## config.mk

```make
export PLATFORM = sky130hd
export DESIGN_NAME = uart_packet_tx_flat
export DESIGN_NICKNAME = d
export VERILOG_FILES = /design/src/rtl/uart_packet_tx_pkg.sv /design/src/rtl/uart_packet_tx_if.sv /design/src/rtl/uart_packet_tx_sync_fifo.sv /design/src/rtl/uart_packet_tx.sv /design/src/flat_wrapper.sv
export SDC_FILE = /design/constraint.sdc
export NUM_CORES = 1
export LEC_CHECK = 0
export BUFFER_PORTS_ARGS = -buffer_cell sky130_fd_sc_hd__buf_2
export CAP_MARGIN = 20
export CORE_ASPECT_RATIO = 1.1
export CORE_MARGIN = 1.5
export CORE_UTILIZATION = 25
export DETAILED_ROUTE_END_ITERATION = 8
export PLACE_DENSITY_LB_ADDON = 0.1
export SLEW_MARGIN = 20
export SYNTH_ARGS = -nofsm -noshare
export SYNTH_HDL_FRONTEND = slang
export SYNTH_HIERARCHICAL = 1
export SYNTH_SLANG_ARGS = --single-unit
```

## constraint.sdc

```tcl
create_clock -name clk -period 8.9 [get_ports clk]
set_input_delay 0.89 -clock clk [delete_from_list [all_inputs] [get_ports clk]]
set_output_delay 0.89 -clock clk [all_outputs]
set_load 0.01 [all_outputs]
```

## src/rtl/uart_packet_tx_pkg.sv

```systemverilog
// Shared types and helpers for the framed UART packet transmitter.
// Frame layout on the wire: SOF | LEN | PAYLOAD[LEN] | CSUM.
package uart_pkt_pkg;

  typedef enum logic [2:0] {IDLE, SOF, LEN, PAYLOAD, CSUM, GAP} pkt_state_t;

  typedef enum logic {SRC_FIFO, SRC_PATTERN} pkt_src_t;

  localparam logic [7:0] SOF_DEFAULT = 8'hA5;

  // Pattern length of 0 is sent as 1; anything above the packet limit is clipped to it.
  function automatic logic [7:0] clamp_len(input logic [7:0] len, input logic [7:0] max_len);
    if (len == 8'd0) return 8'd1;
    if (len > max_len) return max_len;
    return len;
  endfunction

endpackage

```

## src/rtl/uart_packet_tx_if.sv

```systemverilog
// Byte-stream input and uart_tx byte handshake of the packet transmitter.
// The slave modport is the transmitter's view; master is the surrounding logic.
interface uart_packet_tx_if;

  logic       s_valid;
  logic [7:0] s_data;
  logic       s_last;
  logic       s_ready;
  logic       tx_valid;
  logic [7:0] tx_data;
  logic       tx_done;

  modport master (
    output s_valid, s_data, s_last, tx_done,
    input  s_ready, tx_valid, tx_data
  );

  modport slave (
    input  s_valid, s_data, s_last, tx_done,
    output s_ready, tx_valid, tx_data
  );

endinterface

```

## src/rtl/uart_packet_tx_sync_fifo.sv

```systemverilog
// First-word-fall-through synchronous FIFO; rd_data shows the head entry whenever !empty.
// Pushes while full and pops while empty are dropped; a push and pop together are both honoured.
module sync_fifo #(
  parameter int unsigned WIDTH = 8,
  parameter int unsigned DEPTH = 16
) (
  input  logic             clk,
  input  logic             rst_n,
  input  logic             push,
  input  logic [WIDTH-1:0] wr_data,
  input  logic             pop,
  output logic [WIDTH-1:0] rd_data,
  output logic             full,
  output logic             empty
);

  localparam int unsigned AW = (DEPTH > 1) ? $clog2(DEPTH) : 1;

  logic [WIDTH-1:0] mem [DEPTH];
  logic [AW-1:0]    wr_ptr_q, rd_ptr_q;
  logic [AW:0]      count_q;
  logic             do_push, do_pop;

  assign full    = (count_q == (AW+1)'(DEPTH));
  assign empty   = (count_q == '0);
  assign do_push = push & ~full;
  assign do_pop  = pop & ~empty;
  assign rd_data = mem[rd_ptr_q];

  always_ff @(posedge clk) begin
    if (do_push) mem[wr_ptr_q] <= wr_data;
  end

  // DEPTH is a power of two, so the pointers wrap on their own.
  always_ff @(posedge clk or negedge rst_n) begin
    if (!rst_n) begin
      wr_ptr_q <= '0;
      rd_ptr_q <= '0;
      count_q  <= '0;
    end else begin
      if (do_push) wr_ptr_q <= wr_ptr_q + AW'(1);
      if (do_pop)  rd_ptr_q <= rd_ptr_q + AW'(1);
      count_q <= count_q + {{AW{1'b0}}, do_push} - {{AW{1'b0}}, do_pop};
    end
  end

endmodule

```

## src/rtl/uart_packet_tx.sv

```systemverilog
// Packet framer in front of uart_tx: queues stream bytes, emits SOF|LEN|PAYLOAD|CSUM one byte
// at a time, and falls back to incrementing-byte test packets when nothing is queued.
module uart_packet_tx
  import uart_pkt_pkg::*;
#(
  parameter int unsigned FIFO_DEPTH  = 16,
  parameter int unsigned MAX_PAYLOAD = 16,
  parameter int unsigned GAP_CYCLES  = 1000,
  parameter logic [7:0]  SOF_BYTE    = SOF_DEFAULT
) (
  input  logic                   clk,
  input  logic                   rst_n,
  uart_packet_tx_if.slave        bus,
  input  logic                   pattern_en,
  input  logic [7:0]             pattern_len,
  output logic                   busy,
  output logic [15:0]            pkt_count
);

  localparam logic [7:0]         MaxLen  = 8'(MAX_PAYLOAD);
  localparam int unsigned        GapW    = $clog2(GAP_CYCLES + 1);
  localparam logic [GapW-1:0]    GapLast = GapW'(GAP_CYCLES - 1);

  // Write side
  logic       data_full, data_empty, len_full, len_empty;
  logic [7:0] data_rd, len_rd;
  logic       accept, close_pkt, data_pop, len_pop;
  logic [7:0] wr_cnt_q;

  assign bus.s_ready = rst_n & ~data_full & ~len_full;
  assign accept      = bus.s_valid & bus.s_ready;
  assign close_pkt   = bus.s_last | ((wr_cnt_q + 8'd1) == MaxLen);

  always_ff @(posedge clk or negedge rst_n) begin
    if (!rst_n) begin
      wr_cnt_q <= 8'd0;
    end else if (accept) begin
      wr_cnt_q <= close_pkt ? 8'd0 : wr_cnt_q + 8'd1;
    end
  end

  sync_fifo #(.WIDTH(8), .DEPTH(FIFO_DEPTH)) u_data_fifo (
    .clk     (clk),
    .rst_n   (rst_n),
    .push    (accept),
    .wr_data (bus.s_data),
    .pop     (data_pop),
    .rd_data (data_rd),
    .full    (data_full),
    .empty   (data_empty)
  );

  // LEN is pushed only with a packet's final byte, so its payload is already in the data FIFO.
  sync_fifo #(.WIDTH(8), .DEPTH(FIFO_DEPTH)) u_len_fifo (
    .clk     (clk),
    .rst_n   (rst_n),
    .push    (accept & close_pkt),
    .wr_data (wr_cnt_q + 8'd1),
    .pop     (len_pop),
    .rd_data (len_rd),
    .full    (len_full),
    .empty   (len_empty)
  );

  // Read side
  pkt_state_t      state_q;
  pkt_src_t        src_q;
  logic            wait_q;
  logic            tx_valid_q;
  logic [7:0]      tx_data_q, len_q, pay_cnt_q, csum_q, seed_q;
  logic [GapW-1:0] gap_cnt_q;
  logic [15:0]     pkt_count_q;
  logic [7:0]      pat_len, pay_byte;

  assign pat_len  = clamp_len(pattern_len, MaxLen);
  assign pay_byte = (src_q == SRC_FIFO) ? data_rd : seed_q;
  assign len_pop  = (state_q == IDLE) & ~len_empty;
  assign data_pop = (state_q == PAYLOAD) & ~wait_q & (src_q == SRC_FIFO);

  // wait_q low = SEND sub-phase (one-cycle tx_valid), high = WAIT for tx_done.
  always_ff @(posedge clk or negedge rst_n) begin
    if (!rst_n) begin
      state_q     <= IDLE;
      src_q       <= SRC_FIFO;
      wait_q      <= 1'b0;
      tx_valid_q  <= 1'b0;
      tx_data_q   <= 8'd0;
      len_q       <= 8'd0;
      pay_cnt_q   <= 8'd0;
      csum_q      <= 8'd0;
      seed_q      <= 8'd0;
      gap_cnt_q   <= '0;
      pkt_count_q <= 16'd0;
    end else begin
      tx_valid_q <= 1'b0;
      unique case (state_q)
        IDLE: begin
          if (!len_empty) begin
            len_q     <= len_rd;
            csum_q    <= len_rd;
            src_q     <= SRC_FIFO;
            pay_cnt_q <= 8'd0;
            wait_q    <= 1'b0;
            state_q   <= SOF;
          end else if (pattern_en) begin
            len_q     <= pat_len;
            csum_q    <= pat_len;
            src_q     <= SRC_PATTERN;
            pay_cnt_q <= 8'd0;
            wait_q    <= 1'b0;
            state_q   <= SOF;
          end
        end
        SOF: begin
          if (!wait_q) begin
            tx_valid_q <= 1'b1;
            tx_data_q  <= SOF_BYTE;
            wait_q     <= 1'b1;
          end else if (bus.tx_done) begin
            wait_q  <= 1'b0;
            state_q <= LEN;
          end
        end
        LEN: begin
          if (!wait_q) begin
            tx_valid_q <= 1'b1;
            tx_data_q  <= len_q;
            wait_q     <= 1'b1;
          end else if (bus.tx_done) begin
            wait_q  <= 1'b0;
            state_q <= PAYLOAD;
          end
        end
        PAYLOAD: begin
          if (!wait_q) begin
            tx_valid_q <= 1'b1;
            tx_data_q  <= pay_byte;
            csum_q     <= csum_q ^ pay_byte;
            pay_cnt_q  <= pay_cnt_q + 8'd1;
            if (src_q == SRC_PATTERN) seed_q <= seed_q + 8'd1;
            wait_q     <= 1'b1;
          end else if (bus.tx_done) begin
            wait_q  <= 1'b0;
            state_q <= (pay_cnt_q == len_q) ? CSUM : PAYLOAD;
          end
        end
        CSUM: begin
          if (!wait_q) begin
            tx_valid_q <= 1'b1;
            tx_data_q  <= csum_q;
            wait_q     <= 1'b1;
          end else if (bus.tx_done) begin
            wait_q      <= 1'b0;
            gap_cnt_q   <= '0;
            pkt_count_q <= pkt_count_q + 16'd1;
            state_q     <= GAP;
          end
        end
        GAP: begin
          if (gap_cnt_q == GapLast) state_q <= IDLE;
          else gap_cnt_q <= gap_cnt_q + 1'b1;
        end
        default: state_q <= IDLE;
      endcase
    end
  end

  assign bus.tx_valid = tx_valid_q;
  assign bus.tx_data  = tx_data_q;
  assign busy         = (state_q != IDLE);
  assign pkt_count    = pkt_count_q;

endmodule

```

## src/flat_wrapper.sv

```systemverilog
// flat-port wrapper written by rule: the top's interface ports become plain ports
module uart_packet_tx_flat import uart_pkt_pkg::*;
#(
  parameter int unsigned FIFO_DEPTH  = 16,
  parameter int unsigned MAX_PAYLOAD = 16,
  parameter int unsigned GAP_CYCLES  = 1000,
  parameter logic [7:0]  SOF_BYTE    = SOF_DEFAULT
)
  (clk, rst_n, pattern_en, pattern_len, busy, pkt_count, bus_s_valid, bus_s_data, bus_s_last, bus_tx_done, bus_s_ready, bus_tx_valid, bus_tx_data);
  uart_packet_tx_if bus_i ();
  input  logic clk;
  input  logic rst_n;
  input  logic pattern_en;
  input  logic [7:0] pattern_len;
  output logic busy;
  output logic [15:0] pkt_count;
  input wire logic [$bits(bus_i.s_valid)-1:0] bus_s_valid;
  input wire logic [$bits(bus_i.s_data)-1:0] bus_s_data;
  input wire logic [$bits(bus_i.s_last)-1:0] bus_s_last;
  input wire logic [$bits(bus_i.tx_done)-1:0] bus_tx_done;
  output wire logic [$bits(bus_i.s_ready)-1:0] bus_s_ready;
  output wire logic [$bits(bus_i.tx_valid)-1:0] bus_tx_valid;
  output wire logic [$bits(bus_i.tx_data)-1:0] bus_tx_data;
  assign bus_i.s_valid = bus_s_valid;
  assign bus_i.s_data = bus_s_data;
  assign bus_i.s_last = bus_s_last;
  assign bus_i.tx_done = bus_tx_done;
  assign bus_s_ready = bus_i.s_ready;
  assign bus_tx_valid = bus_i.tx_valid;
  assign bus_tx_data = bus_i.tx_data;
  uart_packet_tx #(.FIFO_DEPTH(FIFO_DEPTH), .MAX_PAYLOAD(MAX_PAYLOAD), .GAP_CYCLES(GAP_CYCLES), .SOF_BYTE(SOF_BYTE)) u_core (.clk(clk), .rst_n(rst_n), .bus(bus_i), .pattern_en(pattern_en), .pattern_len(pattern_len), .busy(busy), .pkt_count(pkt_count));
endmodule
```

# Word level (Yosys, flattened, before mapping)
# Memories as Yosys holds them, arrays and structs flattened.
# Cells that the tools add are included.
[totals] regBits=106 ram_bits=256 in_bits=22 output_inout_bits=27 word_cells=149 memories=2
[memory_table] memory="u_core.u_data_fifo.mem" words=16 width=8 rd=1 rd_ports_with_merged_regs=0 write_ports=1 line_no="uart_packet_tx_sync_fifo.sv:19" rtl="logic [WIDTH-1:0] mem [DEPTH];"
[memory_table] memory="u_core.u_len_fifo.mem" words=16 width=8 rd=1 rd_ports_with_merged_regs=0 write_ports=1 line_no="uart_packet_tx_sync_fifo.sv:19"
[op_classes] add_sub_neg=13 magnitude_cmp=1 eq_ne=26 n_mux=52 bitwise_logic=19 reduce_logical=18
[ops] cell="$mux 8" count=16
[ops] cell="$mux 3" count=12
[ops] cell="$pmux 8 s2" count=2
[ops] cell="$pmux 8 s4" count=1
[ops] cell="$mux 10" count=3
[ops] cell="$add 8x1->8 const B" count=3
[ops] cell="$ne 2x2->1 const B" count=10
[ops] cell="$pmux 10 s2" count=1
[ops] cell="$pmux 3 s6" count=1
[ops] cell="$add 16x1->16 const B" count=1
[ops] cell="$add 4x1->4 const B" count=4
[ops] cell="$mux 1" count=15
[ops] cell="$and 1x1->1" count=11
[ops] cell="$add 10x1->10 const B" count=1
[ops] cell="$add 5x1->5" count=2
[ops] cell="$eq 10x10->1 const B" count=1
[ops] cell="$eq 5x5->1 const B" count=2
[ops] cell="$logic_not 5->1" count=2
[ops] cell="$ne 2x1->1 const B" count=5
[ops] cell="$reduce_and 10->1" count=1
[ops] cell="$sub 5x1->5" count=2
[ops] cell="$reduce_and 3->1" count=3
[ops] cell="$eq 8x5->1 const B" count=1
[ops] cell="$eq 8x8->1" count=1
[ops] cell="other kinds (18)" count=28

# Depth between registers and ports, before layout
[logic_depth] depth_word=9 mapped_depth=18 depth_no_buf=17

# Modules after synthesis
# The synthesis kept the hierarchy.
[modules_own_cells] mod="sync_fifo" n_inst=2 cells_per_inst=319 area_per_inst_um2=5863.1 seq_area_each_um2=4169.0
[modules_own_cells] mod="uart_packet_tx" n_inst=1 cells_per_inst=469 area_per_inst_um2=4405.5 seq_area_each_um2=2001.9

# Worst setup path after synthesis
# Ideal clock, no wire load.
[synth_path] kind="reg-to-reg" startpoint="register u_core.wr_cnt_q[0]" endpoint="register u_core.u_len_fifo.count_q[4]" setup_ns=0.123 t_arrival_ns=3.539 required_time_ns=8.777 slack_ns=5.238 stages_incl_launch_ff=18 n_path_buf=1 period_less_slack_ns=3.662 cell_sequence="dfrtp_1 > ha_1 > or2b_1 > nand2_1 > or4b_4 > o41ai_4 > and2_1 > nor2b_1 > buf_4 > inv_2 > ha_1 > inv_1 > ha_1 > fa_1 > a21oi_1 > nor2_1 > nor2_1 > xnor2_1"
[synth_between] elab_chain_cells=7
[synth_rtl] item="from (decl)" line_no="uart_packet_tx.sv:28" rtl="logic [7:0] wr_cnt_q;"
[synth_rtl] item="from (signal assigned)" line_no="uart_packet_tx.sv:38" rtl="wr_cnt_q <= close_pkt ? 8'd0 : wr_cnt_q + 8'd1;"
[synth_rtl] item="$add 8x1->8" line_no="uart_packet_tx.sv:32" rtl="assign close_pkt = bus.s_last | ((wr_cnt_q + 8'd1) == MaxLen);"
[synth_rtl] item="$eq 8x5->1" line_no="uart_packet_tx.sv:32"
[synth_rtl] item="$or 1x1->1" line_no="uart_packet_tx.sv:32"
[synth_rtl] item="$and 1x1->1" line_no="uart_packet_tx.sv:57" rtl=".push (accept & close_pkt),"
[synth_rtl] item="$and 1x1->1" line_no="uart_packet_tx_sync_fifo.sv:26" rtl="assign do_push = push & ~full;"
[synth_rtl] item="$add 5x1->5" line_no="uart_packet_tx_sync_fifo.sv:43" rtl="count_q <= count_q + {{AW{1'b0}}, do_push} - {{AW{1'b0}}, do_pop};"
[synth_rtl] item="$sub 5x1->5" line_no="uart_packet_tx_sync_fifo.sv:43"
[synth_rtl] item="to (signal assigned)" line_no="uart_packet_tx_sync_fifo.sv:43"
[synth_rtl] item="to (decl)" line_no="uart_packet_tx_sync_fifo.sv:21" rtl="logic [AW:0] count_q;"
# No other way between the ends.
# A chain may end at the register's enable or synchronous reset.

# Worst setup path after layout
# Same ends and word-level chain as after synthesis.

==> metrics <==
relative max-transition margin 0.293; Worst Setup Path Type register to register; count of buffers from port buffering 48; measured slew at the worst slew-check pin 1.06 ns; number of enable flip-flop cells after synthesis 256; height of the die 269 um; Final Critical Period 4.52 ns; slack of the critical path 4.38 ns; TritonCTS buffer count 44; hold bufs inserted after CTS 0; total of cells resized after clock tree synthesis 0; cell count after synthesis 1,107; final count of negative-setup-slack endpoints 0; cell taking the most area after synthesis edfxtp_1; share of cells above drive strength 1 0.168; clock net sink count 362; Final Skew 0.0527 ns; primary flip-flop cell chosen by synthesis mapping edfxtp_1; outcome complete, no violations; largest net degree at the start of global routing 73; peak ir drop on the vdd network 0.000128 V; wire length reported by the detailed router 40.3 mm; CP delay by family, top simple AND/OR/NAND/NOR gates; Wirelength per Cell 19.8 um; worst-path maximum fanout 17; endpoint class of the critical path register; leading cell type in the layout, fill and taps excluded edfxtp_1; Placement Rows 97; multi-input logic area 5290 sq um; total global routing overflow 0; accumulated negative setup slack 0 ns; worst hold slack after final layout 0.280 ns; top cells by area, synth edfxtp_1 (48%), dfrtp_1 (16%), mux2i_1 (4.5%), mux4_2 (4.5%), xnor2_1 (2.4%); Hold Path Class primary input to asynchronous set/reset pin; sequential fraction of the synthesis area 0.641; cell with the most instances on the worst path ha_1; count of distinct cell types in the synthesized netlist 71; cells traversed along the worst timing path ha_1 > or2b_1 > nand2_1 > or4b_4 > o41ai_4 > and2_1 > nor2b_1 > inv_2 > ha_1 > inv_1 > ha_1 > fa_1 > a21oi_1 > nor2_1 > nor2_1 > xnor2_1; average cell area after synthesis 14.6 sq um; Synth warnings 6; area taken by flip-flops and latches 10,300 sq um; Core Footprint 63,700 sq um; H-tree lvl count 2; required time of the critical path 9.38 ns; fin nets 1,212; final clock period utilization by the worst path 0.508; Antenna Nets Post-Route 0; GRT Overall Usage 0.125; sum of routed wire segments on met1 18.2 mm; post-placement cell count 1,955; clock root buffer clkbuf_16; most used cells in the layout excluding fill and tap cells edfxtp_1 (256), dfrtp_1 (104), nand2_1 (79); first drt pass iteration count 4; Leakage Power 6.80 nW; clock latency of the later-clocked register in the worst-skew pair 0.60 ns; number of global-route vias before repair 9,429; setup slack at placement 4.34 ns; delay of the slowest cell on the worst path 0.62 ns; initial DRC count 480; wire length on met3 1.14 mm; synthesized netlist net count 1,159; total standard cell area after synthesis 16,100 sq um; kind of start point of the critical path register; Hold Fails Final Rpt 0; sum of internal, switching and leakage power 0.00579 W; highest signal layer in the routed design met4; power per unit of standard cell area 311 nW/um^2; met2 wire length 19.8 mm; I/O pin count 49; Peak Freq 221 MHz; effective utilization at floorplan 0.253; maximum count of clock buffers along a single path 3; synthesized flop and latch total 362; arrival time reported for the critical path endpoint 5.00 ns; RSZ-0062 raised after global routing no; Async S/R FF share, synth 0.293; half-perimeter wire length after detailed placement 27.2 mm; number of cells in the finished layout apart from fillers 2,036; clock slew seen by the registers of the worst setup and hold paths 0.06 ns; global-route wire length before repair 62.1 mm; Final GP Congestion 0.747; fill cell total of the finished layout 6,396; initial antenna violation count 0; slowest library cell on the worst path or4b_4; remaining design rule violation count 0; Post-CTS Repair Setup Buffers 0; Vias 9,044; post-synth top area share 0.477; clock tree from TritonCTS done; final slew viol count 0; Synth-to-Final Area Change 15.3%; Buffers & Inverters on Critical Path 2; die outline area 66,100 sq um; width of the die 245 um; number of max-capacitance violations reported 0; vias per cell 4.44
[stage by stage]
stage	util	area [sq um]
2_1_floorplan	-	16100
3_3_place_gp	0.270	17200
3_5_place_dp	0.270	17200
4_1_cts	0.291	18600
5_1_grt	0.292	18600
6_report	0.292	18600
[where the power goes]
group | switching [W] | internal (W)
Clock | 0.000723 | 0.000977
Combinational | 0.00102 | 0.000710
Sequential | 0.000283 | 0.00207
Total | 0.00203 | 0.00376
[state kept, by name, indices dropped and copies added, names as in the netlist, 3 cells and up]
name	flops
u_core/pkt_count	16
u_core/gap_cnt_q	10
u_core/u_len_fifo/mem	128
u_core/u_len_fifo/count_q	5
u_core/pay_cnt_q	8
u_core/u_len_fifo/wr_ptr_q	4
u_core/bus.tx_data	8
u_core/csum_q	8
u_core/u_data_fifo/rd_ptr_q	4
u_core/wr_cnt_q	8
u_core/state_q	3
u_core/len_q	8
u_core/u_data_fifo/wr_ptr_q	4
u_core/u_data_fifo/mem	128
u_core/u_len_fifo/rd_ptr_q	4
u_core/seed_q	8
u_core/u_data_fifo/count_q	5
[logic make-up (layout without fill, tap and decap cells)]
family | after synthesis | in the layout | synth area share
flip-flops | 362 | 362 | 0.641
multiplexers | 108 | 108 | 0.0921
AND/OR/NAND/NOR | 271 | 271 | 0.0890
adder cells (fa/ha/maj) | 30 | 30 | 0.0242
XOR/XNOR | 69 | 69 | 0.0375
buffers and inverters | 99 | 185 | 0.0344
other | 0 | 2 | 0
AO/OA/AOI/OAI | 168 | 168 | 0.0820
[worst register-to-register path: cells and delay by family, from the launching register on]
family	cells	cell delay [ns]
flip-flops	1	0.42
XOR/XNOR	1	0.12
adder cells (fa/ha/maj)	4	1.19
AO/OA/AOI/OAI	2	0.52
buffers and inverters	2	0.25
AND/OR/NAND/NOR	7	1.92
[routing by layer]
| metal | vias to the layer above | GRT usage |
|---|---|---|
| met5 | - | 0 |
| met4 | 0 | 0.0419 |
| met3 | 64 | 0.0214 |
| met2 | 115 | 0.207 |
| met1 | 4567 | 0.164 |
| li1 | 4298 | - |
[cell type report]
| class | count | share of cell area |
|---|---|---|
| tap | 841 | 0.0566 |
| multi-input combinational | 646 | 0.284 |
| inverter | 40 | 0.00807 |
| timing repair buffer | 66 | 0.0205 |
| sequential | 362 | 0.556 |
| clock buffer | 63 | 0.0647 |
| clock inverter | 16 | 0.00942 |
| antenna | 2 | 0.000269 |
[worst paths after layout]
| path | start | endpoint | slack [ns] | cells past startpoint |
|---|---|---|---|---|
| hold / removal | rst_n | u_core/u_len_fifo/rd_ptr_q[2]$_DFFE_PN0P_ | 0.28 | 1 |
| max in group asynchronous | rst_n | u_core/gap_cnt_q[7]$_DFFE_PN0P_ | 7.51 | 2 |
| min in group clk | u_core/pkt_count[15]$_DFFE_PN0P_ | u_core/pkt_count[15]$_DFFE_PN0P_ | 0.47 | 1 |
| setup reg to reg | u_core/wr_cnt_q[0]$_DFFE_PN0P_ | u_core/u_len_fifo/count_q[4]$_DFF_PN0_ | 4.38 | 16 |
| setup / recovery | u_core/wr_cnt_q[0]$_DFFE_PN0P_ | u_core/u_len_fifo/count_q[4]$_DFF_PN0_ | 4.38 | 16 |
| hold reg to reg | u_core/pkt_count[15]$_DFFE_PN0P_ | u_core/pkt_count[15]$_DFFE_PN0P_ | 0.47 | 1 |
[synth_stat cells, types with 3 or more instances]
cell and n:
a211o_1 4, a211oi_1 5, a21o_1 5, a21oi_1 31, a221o_1 3, a221oi_1 19, a221oi_2 18, a22o_1 6
a22oi_1 16, and2_1 27, and3_1 4, buf_2 6, buf_4 6, buf_6 16, clkbuf_1 27, dfrtp_1 106
edfxtp_1 256, ha_1 28, inv_1 38, mux2i_1 73, mux4_2 32, nand2_1 79, nand2b_1 3, nand3_1 18
nand4_1 11, nor2_1 55, nor2b_1 16, nor3_1 15, nor3b_1 3, nor3b_2 4, nor4_1 13, o21ai_0 35
o221ai_1 5, o22ai_1 5, o311a_1 4, o31ai_1 4, xnor2_1 44, xor2_1 25
No activity file was read; power rests on OpenSTA's default activity.
